[src/rtl/led_ctrl_multi.sv]
// Multi-channel LED controller: reset synchroniser, shared tick prescaler, per-channel off/blink/PWM/pulse.
// Latency: led registered; mode change -> led 0 after 1 cycle, trig rise -> led 1 after 2 cycles, tick effects 1 cycle after tick.
// Backpressure: none; all outputs free-running, no flow control.
module led_ctrl_multi #(
    parameter int NCH         = 4,
    parameter int TICK_DIV    = 32000,
    parameter int PERIOD_BITS = 16,
    parameter int PWM_BITS    = 8,
    parameter int RST_STAGES  = 2
) (
    input  logic                         pixel_clk,
    input  logic                         sys_rst,
    output logic                         rst_sync,
    input  logic [2*NCH-1:0]             mode,
    input  logic [PERIOD_BITS*NCH-1:0]   half_period,
    input  logic [PWM_BITS*NCH-1:0]      duty,
    input  logic [NCH-1:0]               trig,
    output logic                         tick,
    output logic [NCH-1:0]               led
);

    typedef enum logic [1:0] {
        MODE_OFF   = 2'd0,
        MODE_BLINK = 2'd1,
        MODE_PWM   = 2'd2,
        MODE_PULSE = 2'd3
    } mode_e;

    localparam int PRE_W = (TICK_DIV > 1) ? $clog2(TICK_DIV) : 1;
    localparam logic [PRE_W-1:0] PRE_LAST = PRE_W'(TICK_DIV - 1);

    logic [RST_STAGES-1:0] rst_chain;
    logic [PRE_W-1:0]      pre_cnt;
    logic [PWM_BITS-1:0]   phase;

    // Reset synchroniser: asserts asynchronously, releases after RST_STAGES clean edges.
    always_ff @(posedge pixel_clk or posedge sys_rst) begin
        if (sys_rst) begin
            rst_chain <= '1;
        end else begin
            rst_chain <= {rst_chain[RST_STAGES-2:0], 1'b0};
        end
    end

    assign rst_sync = rst_chain[RST_STAGES-1];

    // Tick prescaler: strobe for one cycle after the counter's terminal value.
    always_ff @(posedge pixel_clk or posedge rst_sync) begin
        if (rst_sync) begin
            pre_cnt <= '0;
            tick    <= 1'b0;
        end else begin
            tick    <= (pre_cnt == PRE_LAST);
            pre_cnt <= (pre_cnt == PRE_LAST) ? '0 : pre_cnt + 1'b1;
        end
    end

    // Shared PWM phase, free-running and wrapping naturally at full scale.
    always_ff @(posedge pixel_clk or posedge rst_sync) begin
        if (rst_sync) begin
            phase <= '0;
        end else begin
            phase <= phase + 1'b1;
        end
    end

    for (genvar i = 0; i < NCH; i++) begin : g_ch
        mode_e                  mode_i;
        mode_e                  mode_q;
        logic [PERIOD_BITS-1:0] hp_i;
        logic [PERIOD_BITS-1:0] len_i;
        logic [PERIOD_BITS-1:0] cnt;
        logic [PWM_BITS-1:0]    duty_i;
        logic                   trig_s;
        logic                   trig_q;
        logic                   rise;
        logic                   led_r;

        assign mode_i = mode_e'(mode[2*i +: 2]);
        assign hp_i   = half_period[PERIOD_BITS*i +: PERIOD_BITS];
        assign duty_i = duty[PWM_BITS*i +: PWM_BITS];
        // A zero length would never complete a compare, so it behaves as one tick.
        assign len_i  = (hp_i == '0) ? PERIOD_BITS'(1) : hp_i;
        assign rise   = trig_s & ~trig_q;
        assign led[i] = led_r;

        // Trigger history: sample then delay, so edges are seen on registered values only.
        always_ff @(posedge pixel_clk or posedge rst_sync) begin
            if (rst_sync) begin
                trig_s <= 1'b0;
                trig_q <= 1'b0;
            end else begin
                trig_s <= trig[i];
                trig_q <= trig_s;
            end
        end

        // Channel engine: a mode change clears the channel for one cycle, otherwise run the mode.
        always_ff @(posedge pixel_clk or posedge rst_sync) begin
            if (rst_sync) begin
                mode_q <= MODE_OFF;
                cnt    <= '0;
                led_r  <= 1'b0;
            end else begin
                mode_q <= mode_i;
                if (mode_i != mode_q) begin
                    cnt   <= '0;
                    led_r <= 1'b0;
                end else begin
                    case (mode_i)
                        MODE_OFF: begin
                            cnt   <= '0;
                            led_r <= 1'b0;
                        end
                        MODE_BLINK: begin
                            // >= so a shortened half-period toggles on the very next tick.
                            if (tick) begin
                                if (cnt >= len_i - PERIOD_BITS'(1)) begin
                                    cnt   <= '0;
                                    led_r <= ~led_r;
                                end else begin
                                    cnt <= cnt + 1'b1;
                                end
                            end
                        end
                        MODE_PWM: begin
                            led_r <= (phase < duty_i);
                        end
                        MODE_PULSE: begin
                            // Reload has priority over a coinciding tick.
                            if (rise) begin
                                cnt   <= len_i;
                                led_r <= 1'b1;
                            end else if (tick && (cnt != '0)) begin
                                cnt <= cnt - 1'b1;
                                if (cnt == PERIOD_BITS'(1)) begin
                                    led_r <= 1'b0;
                                end
                            end
                        end
                    endcase
                end
            end
        end
    end

endmodule

[config.mk]
export PLATFORM = sky130hd
export DESIGN_NAME = led_ctrl_multi
export DESIGN_NICKNAME = d
export VERILOG_FILES = /design/src/rtl/led_ctrl_multi.sv
export SDC_FILE = /design/constraint.sdc
export NUM_CORES = 1
export LEC_CHECK = 0
export ABC_CLOCK_PERIOD_IN_PS = 9950
export CORE_UTILIZATION = 35
export CTS_CLUSTER_DIAMETER = 60
export CTS_CLUSTER_SIZE = 10
export DETAILED_ROUTE_END_ITERATION = 10
export PLACE_DENSITY = 0.56
export SLEW_MARGIN = 15
export SYNTH_ARGS = -nofsm -noshare
export SYNTH_HDL_FRONTEND = slang
export SYNTH_SLANG_ARGS = --single-unit
[constraint.sdc]
create_clock -name pixel_clk -period 9.95 [get_ports pixel_clk]
set_clock_uncertainty 0.1 [all_clocks]
set_input_delay 1.99 -clock pixel_clk [delete_from_list [all_inputs] [get_ports pixel_clk]]
set_output_delay 1.99 -clock pixel_clk [all_outputs]
set_load 0.02 [all_outputs]
# ---- Word level (Yosys, flattened, before mapping)
# Index checks and enable logic that the tools add are counted.
dict set report word_totals {
  reg_bits 110
  wordCells 180
  input_bits 110
  n_memories 0
  mem_bits_rw 0
  latch_bits 0
  romBits 0
}
dict set report op_classes {
  mul 0
  div 0
  shift 0
  muxes 57
  n_reduce_logical 28
  magnitude_cmp 8
  n_eq_ne 37
  bitwise_logic 12
  n_addsub 14
}
# op n
set op_table {}
lappend op_table {{16-bit two-way mux} 24}
lappend op_table {{16-bit one-hot mux with 3 select lines} 4}
lappend op_table {{16-bit by 1-bit subtractor with 16-bit output (second input constant)} 8}
lappend op_table {{16-bit by 1-bit adder with 16-bit output (second input constant)} 4}
lappend op_table {{16-bit by 1-bit == test with 1-bit output (second input constant)} 4}
lappend op_table {{16-bit greater-or-equal comparator} 4}
lappend op_table {{16-bit zero test} 4}
lappend op_table {{16-bit nonzero test} 4}
lappend op_table {{8-bit < comparator} 4}
lappend op_table {{4-bit != test (second input constant)} 8}
lappend op_table {{1-bit two-way mux} 24}
lappend op_table {{3-bit != test (second input constant)} 8}
lappend op_table {{2-bit == test (second input constant)} 8}
lappend op_table {{1-bit one-hot mux with 4 select lines} 4}
lappend op_table {{4-bit AND reduction} 4}
lappend op_table {{4-bit nonzero test} 4}
lappend op_table {{15-bit by 1-bit adder with 15-bit output (second input constant)} 1}
lappend op_table {{15-bit == test (second input constant)} 1}
lappend op_table {{15-bit two-way mux} 1}
lappend op_table {{3-bit AND reduction} 4}
lappend op_table {{8-bit by 1-bit adder with 8-bit output (second input constant)} 1}
lappend op_table {{2-bit by 1-bit == test with 1-bit output (second input constant)} 4}
lappend op_table {{2-bit zero test} 4}
lappend op_table {{2-bit != test} 4}
lappend op_table {{3 further kinds} 16}

# ---- Logic depth before layout (Yosys ltp)
dict set report depth {
  word_depth 8
  ltp_mapped 20
  depth_no_buf 19
}

# ---- Worst setup path after synthesis
# OpenSTA, ideal clock, no wires.
dict set report synth_timing {
  path_type {input-to-reg}
  start {input half_period[40]}
  end {register g_ch[2].cnt[15]}
  arrival_time_ns 5.846
  path_stages 20
  path_buffers 2
  setup_slack_ns 3.877
  setup_time_ns 0.127
  cell_sequence {nor4_1 -> nand3_1 -> or4_1 -> o21bai_4 -> inv_1 -> ha_1 -> nand2_1 -> or2_2 -> nor2_1 -> xnor2_1 -> ha_1 -> o21a_1 -> o21a_1 -> o221ai_1 -> o21ai_0 -> and2_1 -> clkbuf_1 -> clkbuf_1 -> o21ai_0 -> a221o_2}
}
dict set report synth_between {
  elab_chain_len 8
  elab_cells_between_ends 9
}
# item line_no
set synth_rtl {}
lappend synth_rtl {{start, declared} 15} ;# input logic [PERIOD_BITS*NCH-1:0] half_period,
lappend synth_rtl {{16-bit zero test} 83} ;# assign len_i = (hp_i == '0) ? PERIOD_BITS'(1) : hp_i;
lappend synth_rtl {{16-bit two-way mux (*)} 83}
lappend synth_rtl {{16-bit by 1-bit subtractor with 16-bit output} 118} ;# if (cnt >= len_i - PERIOD_BITS'(1)) begin
lappend synth_rtl {{16-bit greater-or-equal comparator} 118}
lappend synth_rtl {{16-bit two-way mux} 118}
lappend synth_rtl {{16-bit two-way mux} 117} ;# if (tick) begin
lappend synth_rtl {{16-bit one-hot mux with 3 select lines (*)} 110} ;# case (mode_i)
lappend synth_rtl {{16-bit two-way mux (*)} 106} ;# if (mode_i != mode_q) begin
lappend synth_rtl {{end signal, assigned} 122} ;# cnt <= cnt + 1'b1;
lappend synth_rtl {{end signal, assigned} 132} ;# cnt <= len_i;
lappend synth_rtl {{end signal, assigned} 135} ;# cnt <= cnt - 1'b1;
lappend synth_rtl {{end, declared} 72} ;# logic [PERIOD_BITS-1:0] cnt;
# Every way passes the cells marked *; elsewhere a longest branch is shown, timed or not. The select of a mux whose other input is x is not followed.
# A chain may end at the register's enable or synchronous reset.

# ---- Worst setup path after layout
dict set report layout_timing {
  start {input half_period[2]}
  end {register g_ch[0].cnt[9]}
}
dict set report layout_between {
  elab_chain_len 8
  elab_cells_between_ends 9
}
# item line_no
set layout_rtl {}
lappend layout_rtl {{16-bit zero test} 83}
lappend layout_rtl {{16-bit two-way mux (*)} 83}
lappend layout_rtl {{16-bit by 1-bit subtractor with 16-bit output} 118}
lappend layout_rtl {{16-bit greater-or-equal comparator} 118}
lappend layout_rtl {{16-bit two-way mux} 118}
lappend layout_rtl {{16-bit two-way mux} 117}
lappend layout_rtl {{16-bit one-hot mux with 3 select lines (*)} 110}
lappend layout_rtl {{16-bit two-way mux (*)} 106}
lappend layout_rtl {{end signal, assigned} 122}
lappend layout_rtl {{end signal, assigned} 132}
lappend layout_rtl {{end signal, assigned} 135}
lappend layout_rtl {{end, declared} 72}
# Marked as above.

==> results by group <==
Status
  – Outcome: finished clean

Flow run
  – Maxcap violations: 0

Logic synthesis
  – Top post-synthesis cells by area: dfrtp_1, ha_1, xnor2_1, nand2_1, nor2_1
  – Synthesized area: between 10000 and 15000 um^2
  – Area leader, netlist: dfrtp_1
  – Leading register cell type out of synthesis: dfrtp_1
  – Top post-synthesis cells by count: nand2_1, nor2_1, ha_1
  – Yosys warning count: 0
  – Syn Inst Count: around 1400
  – Ys async rst share: 1.00
  – Syn nets: 1635
  – Seq/Total Area, Yosys: 0.247
  – Post-synth cell types: 79
  – Yosys reg bits: 110
  – Number of flops mapped to enable cells by yosys: 0
  – Syn_area_per_cell: ~7.9 um^2
  – Yosys top cell area share: 0.242
  – Top-count cell post-synth: nand2_1

STA
  – F_max: roughly 0.14 GHz
  – Final min period: between 7000 and 8000 ps
  – Slew Viols, Final: 0
  – Slew HR: 0.230
  – RSZ-0062 raised after global routing: no
  – Setup TNS: 0 ps
  – Setup-failing EPs final: 0
  – Final Hold Violating Endpoints: 0
  – Hold slack: between 200 and 250 ps
  – Slew @ Worst Pin: between 1000 and 1500 ps
  – Period utilization: 0.714

Worst setup path
  – Critical path type: in2reg
  – Critical path peak fanout: 12
  – Startpoint types: primary input
  – Reg2reg setup slack: between 6000 and 7000 ps
  – Worst Setup End Kind: register
  – Required time worst endpoint: ~10000 ps
  – Arr. time, crit path: slightly above 7000 ps

Clock network
  – Root Driver: clkbuf_16
  – H-tree depth: 3
  – CTS Sinks: between 100 and 150
  – CTS max path bufs: 2
  – CTS tree: done
  – # hold bufs at CTS: 0
  – Post CTS Setup Buffer Count: 0
  – Worst-skew pair later-pin latency: about 370 ps
  – Post_cts resized: 0
  – Inserted Clock Buffers: 9
  – Worst-path clk slew: around 90 ps

Final layout
  – Antenna Cells: 0
  – Layout cells sized above 1: 0.0414
  – Final nets: roughly 1700
  – Layout area overhead: 15.7%
  – Fin area: approximately 13000 um^2
  – Final Non-Filler Cells: 1875

Die
  – Die ar.: between 30000 and 40000 um^2
  – FP Rows: 65
  – Initial Util: 0.355
  – Core outline area: 31500 um^2
  – Die Ht: between 150 and 200 um
  – Num ports: around 120
  – Die W: between 150 and 200 um

GRT
  – GRT Total Usage: 0.206
  – Number of global-route vias before repair: between 10000 and 15000
  – Initial antenna violation count: 0
  – Pin count of the biggest net entering global routing: ~70
  – First-pass GRT wire length: ~54000 um
  – Grt total ovfl: 0

Routing
  – Met3 WL: 1330 um
  – Top routing layer in use: met4
  – Wl on met1: between 15000 and 20000 um
  – Via density per instance: roughly 5.7
  – DRC viols: 0
  – Drt initial violations: between 800 and 900
  – Vias: between 10000 and 15000
  – Routed wl met2: about 15000 um
  – Post-DRT Antenna Nets: 0
  – WL per Instance: ~18 um
  – Drt pass-1 iters: 5
  – Routed WL: 32900 um

Worst hold path
  – Type of the tightest min-delay check: reg2async

Power and ir drop
  – Pwr per Cell Area: 96.7 nW/um^2
  – Lkg Pwr: 0.00551 uW
  – Worst VDD drop: about 0.081 mV

Placement
  – Placed Cells: between 1500 and 2000
  – Number of buffers added on ports: ~120
  – GPL Wtd Cong: 0.836
  – Placement Cell Area: between 10000 and 15000 um^2
  – DPL Wire Length: around 25000 um
-- layout by cell type (no fill, tap or decap), drive strengths merged, types with 4 or more instances in the layout --
cell type	n
nand2	144
nor2	127
ha	118
clkdlybuf4s50	115
dfrtp	108
inv	75
o21ai	74
xnor2	70
nand3	65
a21oi	53
o211ai	43
xor2	41
nor3	36
nor4	30
o31ai	29
nor2b	28
nand4	26
and3	24
o311ai	21
nand2b	19
a211oi	19
a221o	15
nor3b	14
and2	13
or4	12
or3	10
or2	9
a31oi	9
a21o	9
clkbuf	9
o21a	7
buf	7
o41ai	7
and4	6
nand4b	6
nand3b	6
a31o	5
a22oi	5
o22ai	5
or3b	4
-- cell families after synthesis --
| family | Yosys count | synth area share |
|---|---|---|
| compound gates | 338 | 0.212 |
| xor+xnor | 111 | 0.0871 |
| fa+ha+maj | 118 | 0.132 |
| buf+inv | 143 | 0.0519 |
| flops | 110 | 0.247 |
| mux | 2 | 0.00179 |
| other cells | 1 | 0.000336 |
| simple gates | 584 | 0.268 |
-- power by group --
| group | internal (uW) | switching (uW) | leakage (uW) |
|---|---|---|---|
| Combinational | 151 | 193 | 0.00387 |
| Clock | 228 | 197 | 0.000166 |
| Sequential | 458 | 21.7 | 0.00147 |
| Total | 838 | 412 | 0.00551 |
-- per-layer routing --
layer	vias up	GRT usage
li1	5311	-
met1	5055	0.292
met2	259	0.325
met3	39	0.0218
met4	0	0.0674
met5	-	0
-- flip-flops by register name, indices dropped and copies added (netlist names) --
signal and cells:
g_ch.trig_q 4, g_ch.cnt 64, tick 1, phase 8
pre_cnt 15, g_ch.trig_s 4, rst_chain 2, g_ch.mode_q 8
g_ch.led_r 4
-- final timing paths --
kind	start	to	cells past startpoint
min in group pixel_clk	rst_chain[0]	rst_chain[1]	0
max	half_period[2]	g_ch[0].cnt[9]	21
min	rst_chain[1]	g_ch[2].mode_q[1]	1
max reg2reg	g_ch[3].cnt[4]	g_ch[3].cnt[15]	7
max in group asynchronous	sys_rst	rst_chain[1]	2
min reg2reg	rst_chain[1]	g_ch[2].mode_q[1]	1
-- worst max-delay path, stage by stage --
cell and delay [ps]:
clkdlybuf4s50_1 540, nor2_1 80, nor4b_1 190, nand2_1 160, nor2_1 100, nor2_1 230
ha_1 240, nand2_1 80, or2_2 300, nor4_1 620, nand2_1 140, xor2_1 170
ha_1 290, nand2_1 70, o21ai_0 100, a2111oi_0 590, a2111oi_2 160, buf_4 210
nor2_1 340, nand2_1 260, o311ai_0 380
-- layout make-up --
type / count / area, um^2
timing repair buffer: 122 / 1200
multi-input combinational: 1154 / 7850
inverter: 71 / 269
clock inverter: 7 / 114
fill: 3241 / 18600
sequential: 110 / 2760
tap: 402 / 503
clock buffer: 9 / 225
-- metrics by stage --
| stage | total power [uW] | utilization | setup slack, ps |
|---|---|---|---|
| 6_report | 1250 | 0.410 | 2850 |
| 5_1_grt | 1330 | 0.410 | 2410 |
| 4_1_cts | 1260 | 0.410 | 2580 |
| 3_5_place_dp | 832 | 0.399 | 2210 |
| 3_3_place_gp | 829 | 0.399 | 2400 |
| 2_1_floorplan | 708 | - | 3880 |
No activity file was read; power rests on OpenSTA's default activity.
